--- src/rtl/fifo_pkg.sv ---
// Shared FIFO definitions: read-mode selectors and a constant-evaluable ceil(log2) helper.
package fifo_pkg;

    localparam int unsigned FIFO_MODE_STD  = 0;
    localparam int unsigned FIFO_MODE_FWFT = 1;

    function automatic int unsigned clog2(input int unsigned value);
        int unsigned r;
        r = 0;
        while ((64'd1 << r) < 64'(value)) begin
            r++;
        end
        return r;
    endfunction

endpackage

--- src/rtl/fifo_ram.sv ---
// Storage array for the FIFO: one synchronous write port, one asynchronous read port.
module fifo_ram
    import fifo_pkg::*;
#(
    parameter int unsigned DATA_W = 32,
    parameter int unsigned DEPTH  = 16,
    parameter int unsigned ADDR_W = clog2(DEPTH)
) (
    input  logic              clk_i,
    input  logic              we_i,
    input  logic [ADDR_W-1:0] waddr_i,
    input  logic [DATA_W-1:0] wdata_i,
    input  logic [ADDR_W-1:0] raddr_i,
    output logic [DATA_W-1:0] rdata_o
);

    logic [DATA_W-1:0] mem [DEPTH];

    always_ff @(posedge clk_i) begin
        if (we_i) begin
            mem[waddr_i] <= wdata_i;
        end
    end

    assign rdata_o = mem[raddr_i];

endmodule

--- src/rtl/sfifo_flags.sv ---
// Single-clock FIFO with occupancy count, programmable almost flags, sticky error bits and
// selectable standard (registered) or first-word-fall-through read data.
module sfifo_flags
    import fifo_pkg::*;
#(
    parameter int unsigned DATA_W   = 32,
    parameter int unsigned DEPTH    = 16,
    parameter int unsigned AF_LEVEL = DEPTH - 2,
    parameter int unsigned AE_LEVEL = 2,
    parameter int unsigned FWFT     = FIFO_MODE_STD,
    localparam int unsigned CNT_W   = clog2(DEPTH + 1),
    localparam int unsigned PTR_W   = clog2(DEPTH)
) (
    input  logic              clk_i,
    input  logic              rst_i,
    input  logic              cs_i,
    input  logic              wrt_en_i,
    input  logic              rd_en_i,
    input  logic [DATA_W-1:0] data_in_i,
    input  logic              clr_err_i,
    output logic [DATA_W-1:0] data_out_o,
    output logic              full_o,
    output logic              empty_o,
    output logic              almost_full_o,
    output logic              almost_empty_o,
    output logic [CNT_W-1:0]  count_o,
    output logic              overflow_o,
    output logic              underflow_o
);

    if (DEPTH < 2 || AE_LEVEL >= AF_LEVEL || AF_LEVEL > DEPTH) begin : g_param_err
        $error("sfifo_flags: need DEPTH>=2 and 0<=AE_LEVEL<AF_LEVEL<=DEPTH");
    end

    logic [PTR_W-1:0]  wr_ptr_q, wr_ptr_d, rd_ptr_q, rd_ptr_d;
    logic [CNT_W-1:0]  count_q, count_d;
    logic              ovf_q, ovf_d, udf_q, udf_d;
    logic              rd_acc, wr_acc, clr;
    logic [DATA_W-1:0] ram_rdata;

    // Explicit wrap so non-power-of-two depths work.
    function automatic logic [PTR_W-1:0] ptr_inc(input logic [PTR_W-1:0] p);
        return (p == PTR_W'(DEPTH - 1)) ? '0 : p + 1'b1;
    endfunction

    always_comb begin
        rd_acc   = cs_i & rd_en_i & ~empty_o;
        wr_acc   = cs_i & wrt_en_i & (~full_o | rd_acc);
        clr      = cs_i & clr_err_i;
        wr_ptr_d = wr_acc ? ptr_inc(wr_ptr_q) : wr_ptr_q;
        rd_ptr_d = rd_acc ? ptr_inc(rd_ptr_q) : rd_ptr_q;
        unique case ({wr_acc, rd_acc})
            2'b10:   count_d = count_q + 1'b1;
            2'b01:   count_d = count_q - 1'b1;
            default: count_d = count_q;
        endcase
        // A new error event wins over a clear in the same cycle.
        ovf_d = (cs_i & wrt_en_i & ~wr_acc) | (ovf_q & ~clr);
        udf_d = (cs_i & rd_en_i & empty_o) | (udf_q & ~clr);
    end

    always_ff @(posedge clk_i or posedge rst_i) begin
        if (rst_i) begin
            wr_ptr_q <= '0;
            rd_ptr_q <= '0;
            count_q  <= '0;
            ovf_q    <= 1'b0;
            udf_q    <= 1'b0;
        end else begin
            wr_ptr_q <= wr_ptr_d;
            rd_ptr_q <= rd_ptr_d;
            count_q  <= count_d;
            ovf_q    <= ovf_d;
            udf_q    <= udf_d;
        end
    end

    fifo_ram #(
        .DATA_W (DATA_W),
        .DEPTH  (DEPTH),
        .ADDR_W (PTR_W)
    ) u_ram (
        .clk_i   (clk_i),
        .we_i    (wr_acc),
        .waddr_i (wr_ptr_q),
        .wdata_i (data_in_i),
        .raddr_i (rd_ptr_q),
        .rdata_o (ram_rdata)
    );

    if (FWFT == FIFO_MODE_FWFT) begin : g_fwft
        assign data_out_o = ram_rdata;
    end else begin : g_std
        logic [DATA_W-1:0] dout_q;
        always_ff @(posedge clk_i or posedge rst_i) begin
            if (rst_i) begin
                dout_q <= '0;
            end else if (rd_acc) begin
                dout_q <= ram_rdata;
            end
        end
        assign data_out_o = dout_q;
    end

    assign count_o        = count_q;
    assign full_o         = (count_q == CNT_W'(DEPTH));
    assign empty_o        = (count_q == '0);
    assign almost_full_o  = (count_q >= CNT_W'(AF_LEVEL));
    assign almost_empty_o = (count_q <= CNT_W'(AE_LEVEL));
    assign overflow_o     = ovf_q;
    assign underflow_o    = udf_q;

endmodule
--- config.mk ---
export PLATFORM = sky130hd
export DESIGN_NAME = sfifo_flags
export DESIGN_NICKNAME = d
export VERILOG_FILES = /design/src/rtl/fifo_pkg.sv /design/src/rtl/fifo_ram.sv /design/src/rtl/sfifo_flags.sv
export SDC_FILE = /design/constraint.sdc
export NUM_CORES = 1
export LEC_CHECK = 0
export ABC_AREA = 1
export BUFFER_PORTS_ARGS = -buffer_cell sky130_fd_sc_hd__buf_2
export CORE_MARGIN = 2
export CORE_UTILIZATION = 45
export DETAILED_ROUTE_END_ITERATION = 7
export HOLD_SLACK_MARGIN = 0.08
export PLACE_DENSITY_LB_ADDON = 0.3
export SETUP_SLACK_MARGIN = 0.15
export SLEW_MARGIN = 20
export SYNTH_ARGS = -nofsm -noshare
export SYNTH_HDL_FRONTEND = slang
export SYNTH_SLANG_ARGS = --single-unit
--- constraint.sdc ---
create_clock -name clk_i -period 3.93 [get_ports clk_i]
set_input_delay 0 -clock clk_i [delete_from_list [all_inputs] [get_ports clk_i]]
set_output_delay 0 -clock clk_i [all_outputs]
set_load 0.005 [all_outputs]
==> flow_metrics.py <==
metrics = {
    "outcome": {
        "outcome": "completed",
    },
    "timing": {
        "finalSetupViolations": 0,
        "whs_ns": 0.280,
        "period_minus_slack_ns": 2.62,
        "setup_tns_ns": 0,
        "finalCritPeriodShare_pct": 66.8,
        "finalClockSkew_ns": 0.0309,
        "slew_headroom_pct": 26.6,
        "fmax_ghz": 0.381,
        "drv_slew": 0,
        "worst_pin_slew_ns": 1.10,
        "rsz0062_at_grt": "false",
        "hold_viol": 0,
    },
    "worst_hold_path": {
        "hold_end": "underflow_o",
        "min_path_type": "in -> reg",
        "hold_start": "cs_i",
        "whs_path_depth": 5,
    },
    "global_routing": {
        "grt_max_degree": 228,
        "grt_overflow": 0,
        "grt_pass1_wl_mm": 94.0,
        "grt_pass1_vias": 15500,
        "antenna_found_initial": 1,
        "grt.total_usage_pct": 23.2,
    },
    "synthesis": {
        "post_synth.cell_area_avg_um2": 10.7,
        "yosysTopAreaCell": "edfxtp_1",
        "ys_seq_elements": 559,
        "netlist_top_cells_area": "edfxtp_1 (65%), nand2_1 (10%), nand3_1 (7.7%), inv_1 (5.4%), dfrtp_1 (5.0%)",
        "syn_inst": 2209,
        "netlist_area_mm2": 0.0237,
        "async_flop_share_pct": 8.41,
        "synth_top_flop_cell": "edfxtp_1",
        "ys.warnings.count": 0,
        "synth_cell_types": 30,
        "synth_top_area_share_pct": 65.0,
        "synth-seq-area-share_pct": 70.0,
        "synth_edf_count": 512,
        "synth_nets": 2256,
    },
    "place": {
        "dpl_cell_area_mm2": 0.0247,
        "numPortBuffers": 80,
        "dp.cells": 2899,
        "post-dp-hpwl_mm": 36.8,
        "gp_congestion": 0.847,
    },
    "setup_path": {
        "crit_required_ns": 4.27,
        "worst_r2r_path_depth": 8,
        "r2r-end": "u_ram.mem[0][29]",
        "cp-end-kind": "register",
        "cp-start-kind": "input port",
        "critPathMaxStageDelay_ns": 0.75,
        "r2r_slack_ns": 1.31,
        "crit_arrival_ns": 2.96,
        "path_class": "in -> reg",
        "crit_slowest_cell": "nor2_4",
        "critPathMaxFanout": 24,
        "crit_chain": "dlygate4sd3_1 > buf_2 > nand2_1 > dlygate4sd3_1 > a21oi_2 > buf_4 > nand2_1 > nor2_4 > buf_4",
        "r2r_start": "count_o[2]",
    },
    "power": {
        "peakVddDrop_uv": 362,
        "power_leakage_uw": 0.0110,
        "power.density_mw_per_mm2": 669,
    },
    "final_layout": {
        "drive_gt1_share_pct": 9.08,
        "utilization_pct": 51.4,
        "final_area_mm2": 0.0269,
        "antenna_cells": 0,
        "final_cells": 3046,
        "nNetsFinal": 2359,
        "areaGrowthSynthToFinish_pct": 13.6,
    },
    "die": {
        "die_w_um": 233,
        "rows": 84,
        "dieArea_mm2": 0.0544,
        "core-area_mm2": 0.0522,
        "die_y_um": 233,
        "start_util_pct": 45.3,
        "num_io_pins": 81,
    },
    "drt": {
        "dr.pass1.iters": 6,
        "totalWireLength_mm": 62.2,
        "via_per_inst": 5.24,
        "wire_per_inst_um": 20.4,
        "drt-initial-drc-count": 1988,
        "vias": 16000,
        "drc": 0,
        "antenna_left": 0,
    },
    "cts": {
        "clkLatencyLatePin_ns": 0.63,
        "path_clk_slew_ns": 0.06,
        "cts_buffer_depth": 3,
        "cts_root_buffer": "clkbuf_16",
        "ctsResizeCount": 0,
        "cts_buffers": 57,
        "htreeDepth": 2,
        "post_cts_buffers": 0,
        "ctsHoldBuffers": 41,
        "cts_tree": "done",
        "clock_sinks": 559,
    },
    "flow_run": {
        "drv_cap": 0,
    },
}
-- worst max-delay path by stage --
stage                              endpoint       start  slack (ns)  depth (start not counted)
after floorplan             u_ram.mem[0][0]  count_o[2]        1.09                          7
after global placement           count_o[4]  count_o[2]        1.31                         19
after detailed placement    u_ram.mem[0][0]  count_o[2]        1.26                          8
after CTS                 u_ram.mem[12][23]  count_o[2]        1.26                          7
after global routing       u_ram.mem[0][29]  count_o[2]        1.11                          8
final                      u_ram.mem[0][29]     rd_en_i        1.31                          9
-- power by group --
| group | switching, uW | total (uW) | internal, uW |
|---|---|---|---|
| Clock | 2250 | 5060 | 2810 |
| Sequential | 408 | 7390 | 6980 |
| Combinational | 3950 | 5530 | 1580 |
| Total | 6610 | 18000 | 11400 |
-- placed cells by master, fill, tap and decap left out, types with 7 or more instances in the layout --
master	Yosys	layout
clkbuf_1	8	16
nor2_4	0	16
dlygate4sd3_1	0	41
edfxtp_1	512	512
clkbuf_16	0	58
inv_1	339	337
nand3_1	362	362
a21oi_1	65	65
nor2_1	84	68
nand2_1	649	648
buf_4	8	27
dfrtp_1	47	44
buf_2	75	80
o21ai_0	7	7
ha_1	9	9
clkinv_1	1	19
-- through the flow --
step	total power [uW]	worst slack [ns]
6_report	18000	1.31
5_1_grt	18900	1.11
4_1_cts	18000	1.26
3_5_place_dp	13000	1.26
3_3_place_gp	12900	1.31
2_1_floorplan	11000	1.09
-- worst max-delay path, delay by kind of cell --
kind,cells,cell delay (ns)
buf+inv,5,1.72
compound gates,1,0.15
simple gates,3,1.07
-- cell type report --
type / instances / area [um2]
inverters: 344 / 1300
flip-flops and latches: 559 / 16600
repair buffers: 153 / 1110
fillers: 4557 / 25400
multi-input cells: 1197 / 5310
clock buffers: 76 / 1540
well taps: 688 / 861
clock inverters: 29 / 184
-- sequential cells by signal (all words and copies together), names as in the netlist --
name / flops
underflow_o: 1
count_o: 5
data_out_o: 32
wr_ptr_q: 4
rd_ptr_q: 4
overflow_o: 1
u_ram.mem: 512
-- cell usage after synthesis (2+ instances only) --
library cell	instances
xnor2_1	3
ha_1	9
nor2_1	84
nor2_2	2
buf_6	12
buf_1	6
xor2_1	3
edfxtp_1	512
o21ai_1	3
dfrtp_1	47
nand3_1	362
a21oi_1	65
inv_2	3
o21ai_0	7
buf_2	75
clkbuf_1	8
buf_4	8
inv_1	339
nand2_1	649
nand3b_1	2
-- kinds of logic after synthesis --
family                   share of synthesized area, %
AO/OA/AOI/OAI                                    1.72
XOR/XNOR                                        0.222
adder cells (fa/ha/maj)                         0.476
buffers and inverters                            8.10
flip-flops                                       70.0
AND/OR/NAND/NOR                                  19.5
-- metal layers --
metal  part of all wire, %  vias up  global-route usage [%]
met1                    42     7741                    33.2
met2                    47      702                    36.6
met3                   8.2       98                    3.39
met5                 0.016        -                       0
met4                   2.4        2                    7.52
li1                      -     7427                       -
No activity file was read; power rests on OpenSTA's default activity.
